## src/rtl/boot_selector_if.sv

```systemverilog
// Button-in / warm-boot-out bundle between the glitch filter, the selector and SB_WARMBOOT.
// The selector uses the slave view; whoever drives the button uses master.
interface boot_selector_if #(
  parameter int SEL_W = 2
);
  logic             btn_pressed;
  logic             boot;
  logic [SEL_W-1:0] boot_sel;
  logic             selecting;
  logic             holding;

  modport master (output btn_pressed, input boot, boot_sel, selecting, holding);
  modport slave  (input btn_pressed, output boot, boot_sel, selecting, holding);
endinterface

```

## src/rtl/boot_selector.sv

```systemverilog
// Warm-boot image selector: short press advances the offered image, long press or idle timeout boots it.
// All outputs are registered and follow the state register by one cycle.
module boot_selector #(
  parameter int N_IMAGES    = 4,
  parameter int SEL_W       = 2,
  parameter int DEF_IMAGE   = 2,
  parameter int SEL_INIT    = 1,
  parameter int TIMER_W     = 24,
  parameter int TIMEOUT_CYC = 8388608,
  parameter int REARM_CYC   = 32768,
  parameter int LONG_CYC    = 6000000,
  parameter int LONG_EN     = 1
) (
  input  logic                  clk,
  input  logic                  rst,
  boot_selector_if.slave        bus
);

  typedef enum logic [2:0] {
    ST_START,
    ST_WAIT,
    ST_SEL,
    ST_HOLD,
    ST_REARM,
    ST_BOOT
  } state_t;

  localparam logic [SEL_W-1:0]   DEF_SEL     = SEL_W'(DEF_IMAGE);
  localparam logic [SEL_W-1:0]   INIT_SEL    = SEL_W'(SEL_INIT);
  localparam logic [SEL_W-1:0]   LAST_SEL    = SEL_W'(N_IMAGES - 1);
  localparam logic [TIMER_W-1:0] TIMEOUT_END = TIMER_W'(TIMEOUT_CYC - 1);
  localparam logic [TIMER_W-1:0] REARM_END   = TIMER_W'(REARM_CYC - 1);
  localparam logic [TIMER_W-1:0] LONG_END    = TIMER_W'(LONG_CYC - 1);

  state_t             state_q, state_d;
  logic [TIMER_W-1:0] timer_q, timer_d;
  logic               btn_prev_q, btn_prev_d;
  logic               boot_q, boot_d;
  logic [SEL_W-1:0]   boot_sel_q, boot_sel_d;
  logic               selecting_q, selecting_d;
  logic               holding_q, holding_d;
  logic               press_r;

  always_ff @(posedge clk or posedge rst) begin
    if (rst) begin
      state_q     <= ST_START;
      timer_q     <= '0;
      btn_prev_q  <= 1'b0;
      boot_q      <= 1'b0;
      boot_sel_q  <= DEF_SEL;
      selecting_q <= 1'b0;
      holding_q   <= 1'b0;
    end else begin
      state_q     <= state_d;
      timer_q     <= timer_d;
      btn_prev_q  <= btn_prev_d;
      boot_q      <= boot_d;
      boot_sel_q  <= boot_sel_d;
      selecting_q <= selecting_d;
      holding_q   <= holding_d;
    end
  end

  always_comb begin
    state_d     = state_q;
    boot_sel_d  = boot_sel_q;
    btn_prev_d  = bus.btn_pressed;
    press_r     = bus.btn_pressed & ~btn_prev_q;

    case (state_q)
      ST_START: begin
        if (bus.btn_pressed) begin
          state_d    = ST_WAIT;
          boot_sel_d = INIT_SEL;
        end else begin
          state_d = ST_BOOT;
        end
      end
      ST_WAIT: begin
        if (!bus.btn_pressed) state_d = ST_SEL;
      end
      ST_SEL: begin
        // A fresh press beats the idle timeout landing on the same cycle.
        if (press_r)                     state_d = ST_HOLD;
        else if (timer_q == TIMEOUT_END) state_d = ST_BOOT;
      end
      ST_HOLD: begin
        // Release is checked first so a release on the threshold cycle is still a short press.
        if (!bus.btn_pressed) begin
          state_d    = ST_REARM;
          boot_sel_d = (boot_sel_q == LAST_SEL) ? '0 : boot_sel_q + SEL_W'(1);
        end else if ((LONG_EN != 0) && (timer_q == LONG_END)) begin
          state_d = ST_BOOT;
        end
      end
      ST_REARM: begin
        if (timer_q == REARM_END) state_d = ST_SEL;
      end
      ST_BOOT: begin
        state_d = ST_BOOT;
      end
      default: begin
        state_d = ST_START;
      end
    endcase

    // Timer restarts on every transition and saturates instead of wrapping.
    if (state_d != state_q) timer_d = '0;
    else if (&timer_q)      timer_d = timer_q;
    else                    timer_d = timer_q + TIMER_W'(1);

    boot_d      = (state_q == ST_BOOT);
    selecting_d = (state_q == ST_WAIT) || (state_q == ST_SEL) ||
                  (state_q == ST_HOLD) || (state_q == ST_REARM);
    holding_d   = (state_q == ST_HOLD);
  end

  assign bus.boot      = boot_q;
  assign bus.boot_sel  = boot_sel_q;
  assign bus.selecting = selecting_q;
  assign bus.holding   = holding_q;

endmodule

```

## src/flat_wrapper.sv

```systemverilog
// flat-port wrapper written by rule: the top's interface ports become plain ports
module boot_selector_flat 
#(
  parameter int N_IMAGES    = 4,
  parameter int SEL_W       = 2,
  parameter int DEF_IMAGE   = 2,
  parameter int SEL_INIT    = 1,
  parameter int TIMER_W     = 24,
  parameter int TIMEOUT_CYC = 8388608,
  parameter int REARM_CYC   = 32768,
  parameter int LONG_CYC    = 6000000,
  parameter int LONG_EN     = 1
)
  (clk, rst, bus_btn_pressed, bus_boot, bus_boot_sel, bus_selecting, bus_holding);
  boot_selector_if #(.SEL_W(SEL_W)) bus_i ();
  input  logic clk;
  input  logic rst;
  input wire logic [$bits(bus_i.btn_pressed)-1:0] bus_btn_pressed;
  output wire logic [$bits(bus_i.boot)-1:0] bus_boot;
  output wire logic [$bits(bus_i.boot_sel)-1:0] bus_boot_sel;
  output wire logic [$bits(bus_i.selecting)-1:0] bus_selecting;
  output wire logic [$bits(bus_i.holding)-1:0] bus_holding;
  assign bus_i.btn_pressed = bus_btn_pressed;
  assign bus_boot = bus_i.boot;
  assign bus_boot_sel = bus_i.boot_sel;
  assign bus_selecting = bus_i.selecting;
  assign bus_holding = bus_i.holding;
  boot_selector #(.N_IMAGES(N_IMAGES), .SEL_W(SEL_W), .DEF_IMAGE(DEF_IMAGE), .SEL_INIT(SEL_INIT), .TIMER_W(TIMER_W), .TIMEOUT_CYC(TIMEOUT_CYC), .REARM_CYC(REARM_CYC), .LONG_CYC(LONG_CYC), .LONG_EN(LONG_EN)) u_core (.clk(clk), .rst(rst), .bus(bus_i));
endmodule
```

## config.mk

```make
export PLATFORM = sky130hd
export DESIGN_NAME = boot_selector_flat
export DESIGN_NICKNAME = d
export VERILOG_FILES = /design/src/rtl/boot_selector_if.sv /design/src/rtl/boot_selector.sv /design/src/flat_wrapper.sv
export SDC_FILE = /design/constraint.sdc
export NUM_CORES = 1
export LEC_CHECK = 0
export ABC_AREA = 1
export BUFFER_PORTS_ARGS = -buffer_cell sky130_fd_sc_hd__buf_4
export CAP_MARGIN = 30
export CORE_MARGIN = 1.5
export CORE_UTILIZATION = 30
export DETAILED_ROUTE_END_ITERATION = 10
export GPL_TIMING_DRIVEN = 0
export PLACE_DENSITY_LB_ADDON = 0.15
export SLEW_MARGIN = 30
export SYNTH_ARGS = -nofsm -noshare
export SYNTH_HDL_FRONTEND = slang
export SYNTH_SLANG_ARGS = --single-unit
```

## constraint.sdc

```tcl
create_clock -name clk -period 2.3 [get_ports clk]
set_input_delay 0.46 -clock clk [delete_from_list [all_inputs] [get_ports clk]]
set_output_delay 0.46 -clock clk [all_outputs]
set_load 0.02 [all_outputs]
```

==> flow_summary.toml, run 1 <==
[status]
run_status = "complete, no violations"

[cells_and_area]
n_fill_cell = 726
multi_input_comb_area_um2 = 1080
final_util_pct = 34.6
area_growth_pct = 12.5
layout.nets = 279
num_antenna_cells = 0
fin_area_um2 = 2320
fin_cells = 355
final_layout_size_suffix_gt1_share_pct = 19.6
seqCellArea_um2 = 827

[power]
leakage_nw = 0.967
ir_worst_vdd_mv = 0.660
finalPower_mw = 2.20
power_density_nw_per_um2 = 948

[sta]
fmax_mhz = 482
hold_slack_ns = 0.294
slew_headroom_pct = 52.1
tightest_slew_ns = 0.718
finalHoldViolations = 0
grt_setup_unrepaired = "false"
drv_slew = 0
period_share_pct = 90.1
clock_skew_ns = 0.00684
fin_crit_ns = 2.07
finalWorstSetupSlack_ns = 0.227
final.setup.tns_ns = 0
setup_viol = 0

[clock_tree]
cts_made_buffers = 5
cts_resized = 0
cts.sinks = 33
cts_max_level = 2
clk_pin_slew_ns = 0.07
cts_setup_buffers = 0
clk_latency_ns = 0.29
cts_tree = "yes"
root_buffer = "clkbuf_8"
ctsHoldBuffers = 0
clock_path_buffers = 2

[die]
die_h_um = 86.0
start_util_pct = 30.7
core_area_um2 = 6720
dieArea_um2 = 7390
die_w_um = 86.0
rows = 30
ios = 8

[logic_synthesis]
avgSynthCellArea_um2 = 7.94
ys_seq_elements = 33
synth_nets = 265
ys_top_cells_by_count = "53 x nand2_1, 35 x inv_1, 34 x nor2_1"
syn_area_um2 = 2060
synth.top_cell.area_share_pct = 38.8
yosysTopAreaCell = "dfrtp_1"
syn_inst = 260
synth-seq-area-share_pct = 40.1
synth.most_common_cell = "nand2_1"
synth_ff_type = "dfrtp_1"
yosysUniqueCellTypes = 27
yosysWarnings = 0
ys_top_cells_by_area = "dfrtp_1 39%, nand2_1 9.6%, nor2_4 8.7%"
synthArstFlopShare_pct = 100
synth_edf_count = 0

[global_routing]
first_global_vias = 1594
globalRouteTotalUtil_pct = 13.7
grt-ovfl-total = 0
grt_max_degree = 34
grt_pass1_wl_um = 7840
grt_antenna_before_repair = 0

[detailed_routing]
totalWireLength_um = 4320
wl_per_cell_um = 12.2
drc = 0
via_per_inst = 4.51
vias = 1601
first_pass_iters = 4
postRouteAntennaNets = 0
drt_iter0_drc = 71

[setup_path]
setup.worst_path.start_class = "flip-flop"
arrival_ns = 2.25
cp_max_fo = 10
critPathRequiredTime_ns = 2.48
critPathKind = "flip-flop to flip-flop"
worstSetupEndpointType = "flip-flop"

[placed_design]
gp_congestion = 0.838
dp_hpwl_um = 3220
io_buffer_count = 7
dpl_cell_area_um2 = 2220
dp_worst_setup_slack_ns = 0.194
place_inst = 347

[worst_hold_path]
hp-class = "primary input to async pin"

[flow_run]
max_cap_violations = 0
## where the power goes
group / internal, mW / switching, mW / total [mW] / leakage (nW)
Combinational: 0.348 / 0.653 / 1.00 / 0.481
Clock: 0.244 / 0.217 / 0.461 / 0.0455
Sequential: 0.665 / 0.0742 / 0.739 / 0.441
Total: 1.26 / 0.945 / 2.20 / 0.967
## layout by cell type, fill, tap and decap left out
cell type,count
nand2_1,53
inv_1,34
nor2_1,33
dfrtp_1,32
nand3_1,18
nor2_4,17
xor2_1,10
nand2_2,9
nand4_1,9
o21ai_0,8
nor2_2,7
nor3_1,7
buf_4,7
clkbuf_8,6
a21oi_1,3
xnor2_1,3
a211oi_1,2
ha_1,2
clkbuf_1,2
clkbuf_4,1
or2_2,1
nor3_2,1
nand3_4,1
buf_12,1
o211ai_1,1
o21a_1,1
o221ai_1,1
inv_2,1
buf_8,1
o21bai_1,1
o41ai_1,1
dfstp_2,1
## layout make-up
cell class              instances  share of cell area, %
multi-input cells             189                   46.4
flip-flops and latches         33                   35.6
inverters                      35                   5.66
well taps                      80                   4.31
clock buffers                   8                   3.88
repair buffers                  7                   2.26
plain buffers                   3                   1.83
## path summary, 6_finish.rpt
kind	depth (start not counted)	from	slack [ns]	end
min in group clk	1	bus_btn_pressed	0.31	u_core.btn_prev_q
setup / recovery	11	u_core.timer_q[0]	0.23	u_core.timer_q[17]
hold / removal	2	rst	0.29	u_core.timer_q[8]
hold reg to reg	2	u_core.bus.boot_sel[1]	0.51	u_core.bus.boot_sel[1]
setup reg to reg	11	u_core.timer_q[0]	0.23	u_core.timer_q[17]
max in group asynchronous	2	rst	1.54	u_core.timer_q[21]
## cell families after synthesis
group                    after synthesis  share of synthesized area, %
AND/OR/NAND/NOR                      156                          39.6
flip-flops                            33                          40.1
buffers and inverters                 38                          8.30
adder cells (fa/ha/maj)                2                          1.21
XOR/XNOR                              13                          5.52
AO/OA/AOI/OAI                         18                          5.33
## worst max-delay path, cell delays in order, from the launching register on
cell      delay [ns]
dfrtp_1         0.40
ha_1            0.25
inv_1           0.10
nor2_4          0.06
nand2_2         0.09
nor2_4          0.05
nand2_1         0.12
clkbuf_4        0.23
nand4_1         0.15
nor2_2          0.17
xor2_1          0.28
nor2_4          0.06
## routing by layer
layer  GRT usage [%]  vias to the layer above  wire length, um
met5               0                        -                0
met1            18.5                      735             2240
met3            3.46                        6               99
met4            4.84                        0               73
li1                -                      849                -
met2            21.2                       11             1910
## state kept, by name, summed over array words and instances, names as in the netlist
register	flops
u_core.btn_prev_q	1
u_core.bus.holding	1
u_core.timer_q	24
u_core.bus.selecting	1
u_core.bus.boot_sel	2
u_core.bus.boot	1
u_core.state_q	3
Note: power is estimated with default switching activity, not from simulation.
==> run 2, diff against run 1 <==
- PLACE_DENSITY_LB_ADDON: 0.15 -> default
==> flow_summary.toml, run 2 (synthesized netlist as in run 1, its figures left out) <==
[status]
run_status = "complete, no violations"

[clock_tree]
cts_made_buffers = 5
cts_resized = 0
clk_latency_ns = 0.28
cts_tree = "yes"
root_buffer = "clkbuf_8"
cts_setup_buffers = 0
ctsHoldBuffers = 0
cts.sinks = 33
cts_max_level = 2
clk_pin_slew_ns = 0.07
clock_path_buffers = 2

[power]
leakage_nw = 0.974
internal_power_mw = 1.29
power_density_nw_per_um2 = 948
switching_share_pct = 41.8
comb_power_share_pct = 44.8
ir_worst_vdd_mv = 0.378
p_sw_uw = 923
power.share.clock_pct = 21.6
seqPwrFrac_pct = 33.6

[detailed_routing]
wl_per_cell_um = 11.1
first_pass_iters = 4
drt_iter0_drc = 84
totalWireLength_um = 3960
via_per_inst = 4.58
postRouteAntennaNets = 0
drc = 0
vias = 1627

[sta]
final.setup.tns_ns = 0
fin_crit_ns = 2.05
drv_slew = 0
clock_skew_ns = 0.00996
setup_viol = 0
tightest_slew_ns = 0.703
grt_setup_unrepaired = "false"
fmax_mhz = 488
hold_slack_ns = 0.291
slew_headroom_pct = 53.1
period_share_pct = 89.1
finalHoldViolations = 0

[global_routing]
globalRouteTotalUtil_pct = 12.4
grt_max_degree = 34
grt-ovfl-total = 0
grt_antenna_before_repair = 0
first_global_vias = 1591
grt_pass1_wl_um = 7290

[setup_path]
critPathKind = "flip-flop to flip-flop"
reg2reg_from = "u_core.timer_q[0]"
cp_max_fo = 10
critical_path.max_stage_delay_ns = 0.41
regToRegEndpoint = "u_core.timer_q[17]"
worstSetupEndpointType = "flip-flop"
cp_cell_sequence = "ha_2 -> inv_1 -> nor2_4 -> nand2_2 -> nor2_4 -> nand2_1 -> buf_2 -> nand4_1 -> nor2_2 -> xor2_1 -> nor2_4"
critPathSlowestCell = "dfrtp_1"
critPathRequiredTime_ns = 2.47
setup.worst_path.start_class = "flip-flop"
r2r.worst_path.cells = 11
crit_top_cell = "nor2_4"
arrival_ns = 2.22
regToRegSetupSlack_ns = 0.25

[cells_and_area]
final_cell_mix = "53 x nand2_1, 34 x inv_1, 32 x nor2_1, 32 x dfrtp_1, 18 x nand3_1"
seqCellArea_um2 = 827
layout.nets = 279
final_layout_size_suffix_gt1_share_pct = 20.7
regMostFlops = "u_core.timer_q"
largest_register_ffs = 24
area_growth_pct = 12.9
n_fill_cell = 703
num_antenna_cells = 0
multi_input_comb_area_um2 = 1080
final_common_cell = "nand2_1"
final_util_pct = 34.7

[die]
die_w_um = 86.0
ios = 8
core_area_um2 = 6720
dieArea_um2 = 7390
start_util_pct = 30.7
die_h_um = 86.0
rows = 30

[placed_design]
dp_hpwl_um = 2950
io_buffer_count = 7
gp_congestion = 0.883

[flow_run]
max_cap_violations = 0

[worst_hold_path]
hp-class = "primary input to async pin"
==> run 2: cell count changes in the layout (fill, tap and decap cells not counted), sizes merged <==
cell	before	now
buf	9	10
clkbuf	9	7
clkinv	0	1
==> run 2: how the worst max path moves through the flow <==
stage	startpoint	end	slack [ns]	depth (start not counted)
after global placement	u_core.timer_q[0]	u_core.timer_q[17]	0.22	11
after floorplan	u_core.timer_q[0]	u_core.timer_q[17]	0.50	11
after detailed placement	u_core.timer_q[0]	u_core.timer_q[17]	0.21	11
final	u_core.timer_q[0]	u_core.timer_q[17]	0.25	11
after global routing	u_core.timer_q[0]	u_core.timer_q[17]	0.04	11
after CTS	u_core.timer_q[0]	u_core.timer_q[17]	0.18	11
==> run 2: power groups by stage <==
| stage | clock [mW] | combinational [mW] | sequential [mW] |
|---|---|---|---|
| final | 0.477 | 0.990 | 0.742 |
| after global routing | 0.520 | 1.10 | 0.753 |
| after CTS | 0.502 | 1.01 | 0.739 |
| after detailed placement | 0 | 1.01 | 0.751 |
| after global placement | 0 | 1.01 | 0.747 |
| after floorplan | 0 | 0.773 | 0.782 |
==> run 2: cell type report <==
cell class / instances / share of cell area (%)
multi-input cells: 189 / 46.3
flip-flops and latches: 33 / 35.5
inverters: 35 / 5.64
well taps: 80 / 4.29
clock buffers: 7 / 4.13
repair buffers: 7 / 2.25
plain buffers: 3 / 1.72
clock inverters: 1 / 0.215
==> run 2: worst max-delay path: cells and delay by family (launching register included) <==
family	cells	cell delay [ns]
xor gates and xnor gates	1	0.26
adders and majority gates	1	0.22
buffers and inverters	2	0.33
DFF	1	0.41
and+or+nand+nor	7	0.71
==> run 2: metrics by stage <==
step / cells / setup WS [ns] / area [um^2] / power [mW]
floorplan: 260 / 0.495 / 2060 / 1.56
global placement: 347 / 0.225 / 2220 / 1.75
detailed placement: 347 / 0.205 / 2220 / 1.76
CTS: 355 / 0.177 / 2320 / 2.25
global route: 355 / 0.0360 / 2330 / 2.37
finish: 355 / 0.251 / 2330 / 2.21
==> run 2: per-layer routing <==
metal  routed length (um)  vias to the layer above  GRT usage (%)
met3                  104                        5           2.89
met5                    0                        -              0
met1                 2040                      756           16.8
met2                 1770                       14           19.8
li1                     -                      852              -
met4                   35                        0           3.23
==> run 3, diff against run 2 <==
- CORE_UTILIZATION: 30 -> 45
==> flow_summary.toml, run 3 (synthesized netlist as in run 1, its figures left out) <==
[placed_design]
dp_hpwl_um = 2930
dp_worst_setup_slack_ns = 0.215
gp_congestion = 0.817
io_buffer_count = 7
dpl_cell_area_um2 = 2180

[clock_tree]
root_buffer = "clkbuf_8"
cts_made_buffers = 5
clk_latency_ns = 0.28
cts_max_level = 2
clk_pin_slew_ns = 0.07
cts.sinks = 33
cts_tree = "yes"
clock_path_buffers = 2

[sta]
final.setup.tns_ns = 0
setup_viol = 0
fmax_mhz = 475
grt_setup_unrepaired = "false"
clock_skew_ns = 0.00422
drv_slew = 0
tightest_slew_ns = 0.690
finalHoldViolations = 0
finalWorstSetupSlack_ns = 0.194
fin_crit_ns = 2.11
slew_headroom_pct = 53.9
period_share_pct = 91.6

[global_routing]
grt_antenna_before_repair = 0
grt_pass1_wl_um = 7430
first_global_vias = 1562
grt-ovfl-total = 0
globalRouteTotalUtil_pct = 18.8
grt_max_degree = 34

[cells_and_area]
final_cell_mix = "53 x nand2_1, 34 x inv_1, 34 x nor2_1"
regMostFlops = "u_core.timer_q"
num_antenna_cells = 0
layout.nets = 279
final_util_pct = 52.2
area_growth_pct = 10.8
n_fill_cell = 434
final_layout_size_suffix_gt1_share_pct = 19.6
final_common_cell = "nand2_1"
largest_register_ffs = 24
fin_area_um2 = 2290

[detailed_routing]
first_pass_iters = 4
via_per_inst = 4.91
totalWireLength_um = 4050
wl_per_cell_um = 12.4
vias = 1606
postRouteAntennaNets = 0
drc = 0
drt_iter0_drc = 78

[setup_path]
critPathSlowestCell = "dfrtp_1"
cp_cell_sequence = "ha_1 -> inv_1 -> nor2_4 -> nand2_2 -> nor2_4 -> nand2_1 -> buf_2 -> nand4_1 -> nor2_1 -> xor2_1 -> nor2_4"
reg2reg_from = "u_core.timer_q[0]"
arrival_ns = 2.28
critical_path.max_stage_delay_ns = 0.41
path_buf_inv = 2
critPathKind = "flip-flop to flip-flop"
crit_top_cell = "nor2_4"
critPathRequiredTime_ns = 2.47
regToRegEndpoint = "u_core.timer_q[17]"
setup.worst_path.start_class = "flip-flop"
worstSetupEndpointType = "flip-flop"
cp_max_fo = 10
regToRegSetupSlack_ns = 0.19
r2r.worst_path.cells = 11
crit_family = "simple AND/OR/NAND/NOR gates"

[power]
ir_worst_vdd_mv = 0.932
leakage_nw = 0.974
power_density_nw_per_um2 = 973

[die]
rows = 24
die_w_um = 70.7
die_h_um = 70.7
core_area_um2 = 4380
ios = 8
start_util_pct = 47.1
dieArea_um2 = 5000

[worst_hold_path]
hp-class = "primary input to async pin"

[status]
run_status = "complete, no violations"

[flow_run]
max_cap_violations = 0
run 3: cell counts in the layout (fill, tap and decap cells not counted):
Identical to the previous run, type by type.
run 3: worst max path at each step:
| stage | start | to | cells past startpoint |
|---|---|---|---|
| 4_1_cts | u_core.timer_q[0] | u_core.timer_q[9] | 13 |
| 5_1_grt | u_core.timer_q[0] | u_core.timer_q[17] | 11 |
| 6_report | u_core.timer_q[0] | u_core.timer_q[17] | 11 |
| 2_1_floorplan | u_core.timer_q[0] | u_core.timer_q[17] | 11 |
| 3_5_place_dp | u_core.timer_q[0] | u_core.timer_q[17] | 11 |
| 3_3_place_gp | u_core.timer_q[0] | u_core.timer_q[17] | 11 |
run 3: power breakdown:
group	leakage, nW	total, mW	internal [mW]	switching [mW]
clock	0.0542	0.482	0.270	0.211
sequential	0.441	0.742	0.665	0.0776
combinational	0.479	1.00	0.348	0.653
run 3: cell type report:
class / count / area, um^2 / area share, %
clock inverter: 1 / 5.00 / 0.219
timing repair buffer: 7 / 52.6 / 2.30
sequential: 33 / 827 / 36.1
inverter: 35 / 131 / 5.74
tap: 52 / 65.1 / 2.84
buffer: 3 / 40.0 / 1.75
multi-input combinational: 189 / 1070 / 46.8
clock buffer: 7 / 96.3 / 4.21
run 3: per-layer routing:
layer | routed length, um | track usage [%] | vias up | part of all wire, %
met1 | 2100 | 27.6 | 725 | 52
li1 | - | - | 851 | -
met2 | 1720 | 27.6 | 23 | 43
met5 | 0 | 0 | - | 0
met3 | 151 | 3.85 | 7 | 3.7
met4 | 72 | 6.92 | 0 | 1.8
run 3: worst register-to-register path, cell delays in order (launching register included):
cell	delay [ns]
dfrtp_1	0.41
ha_1	0.25
inv_1	0.10
nor2_4	0.06
nand2_2	0.09
nor2_4	0.05
nand2_1	0.12
buf_2	0.24
nand4_1	0.15
nor2_1	0.19
xor2_1	0.27
nor2_4	0.06
run 3: what timing repair did:
action / in CTS / in global routing
buffers inserted: 0 / 0
gates resized for setup: 0 / 1
setup endpoints to repair: 0 / 7
endpoints found under the hold margin: 0 / 0
hold buffers: 0 / 0
run 3: through the flow:
step | cells | hold slack [ns] | power [mW]
2_1_floorplan | 260 | 0.491 | 1.56
3_3_place_gp | 319 | 0.508 | 1.76
3_5_place_dp | 319 | 0.507 | 1.76
4_1_cts | 327 | 0.311 | 2.26
5_1_grt | 327 | 0.315 | 2.38
6_report | 327 | 0.285 | 2.23
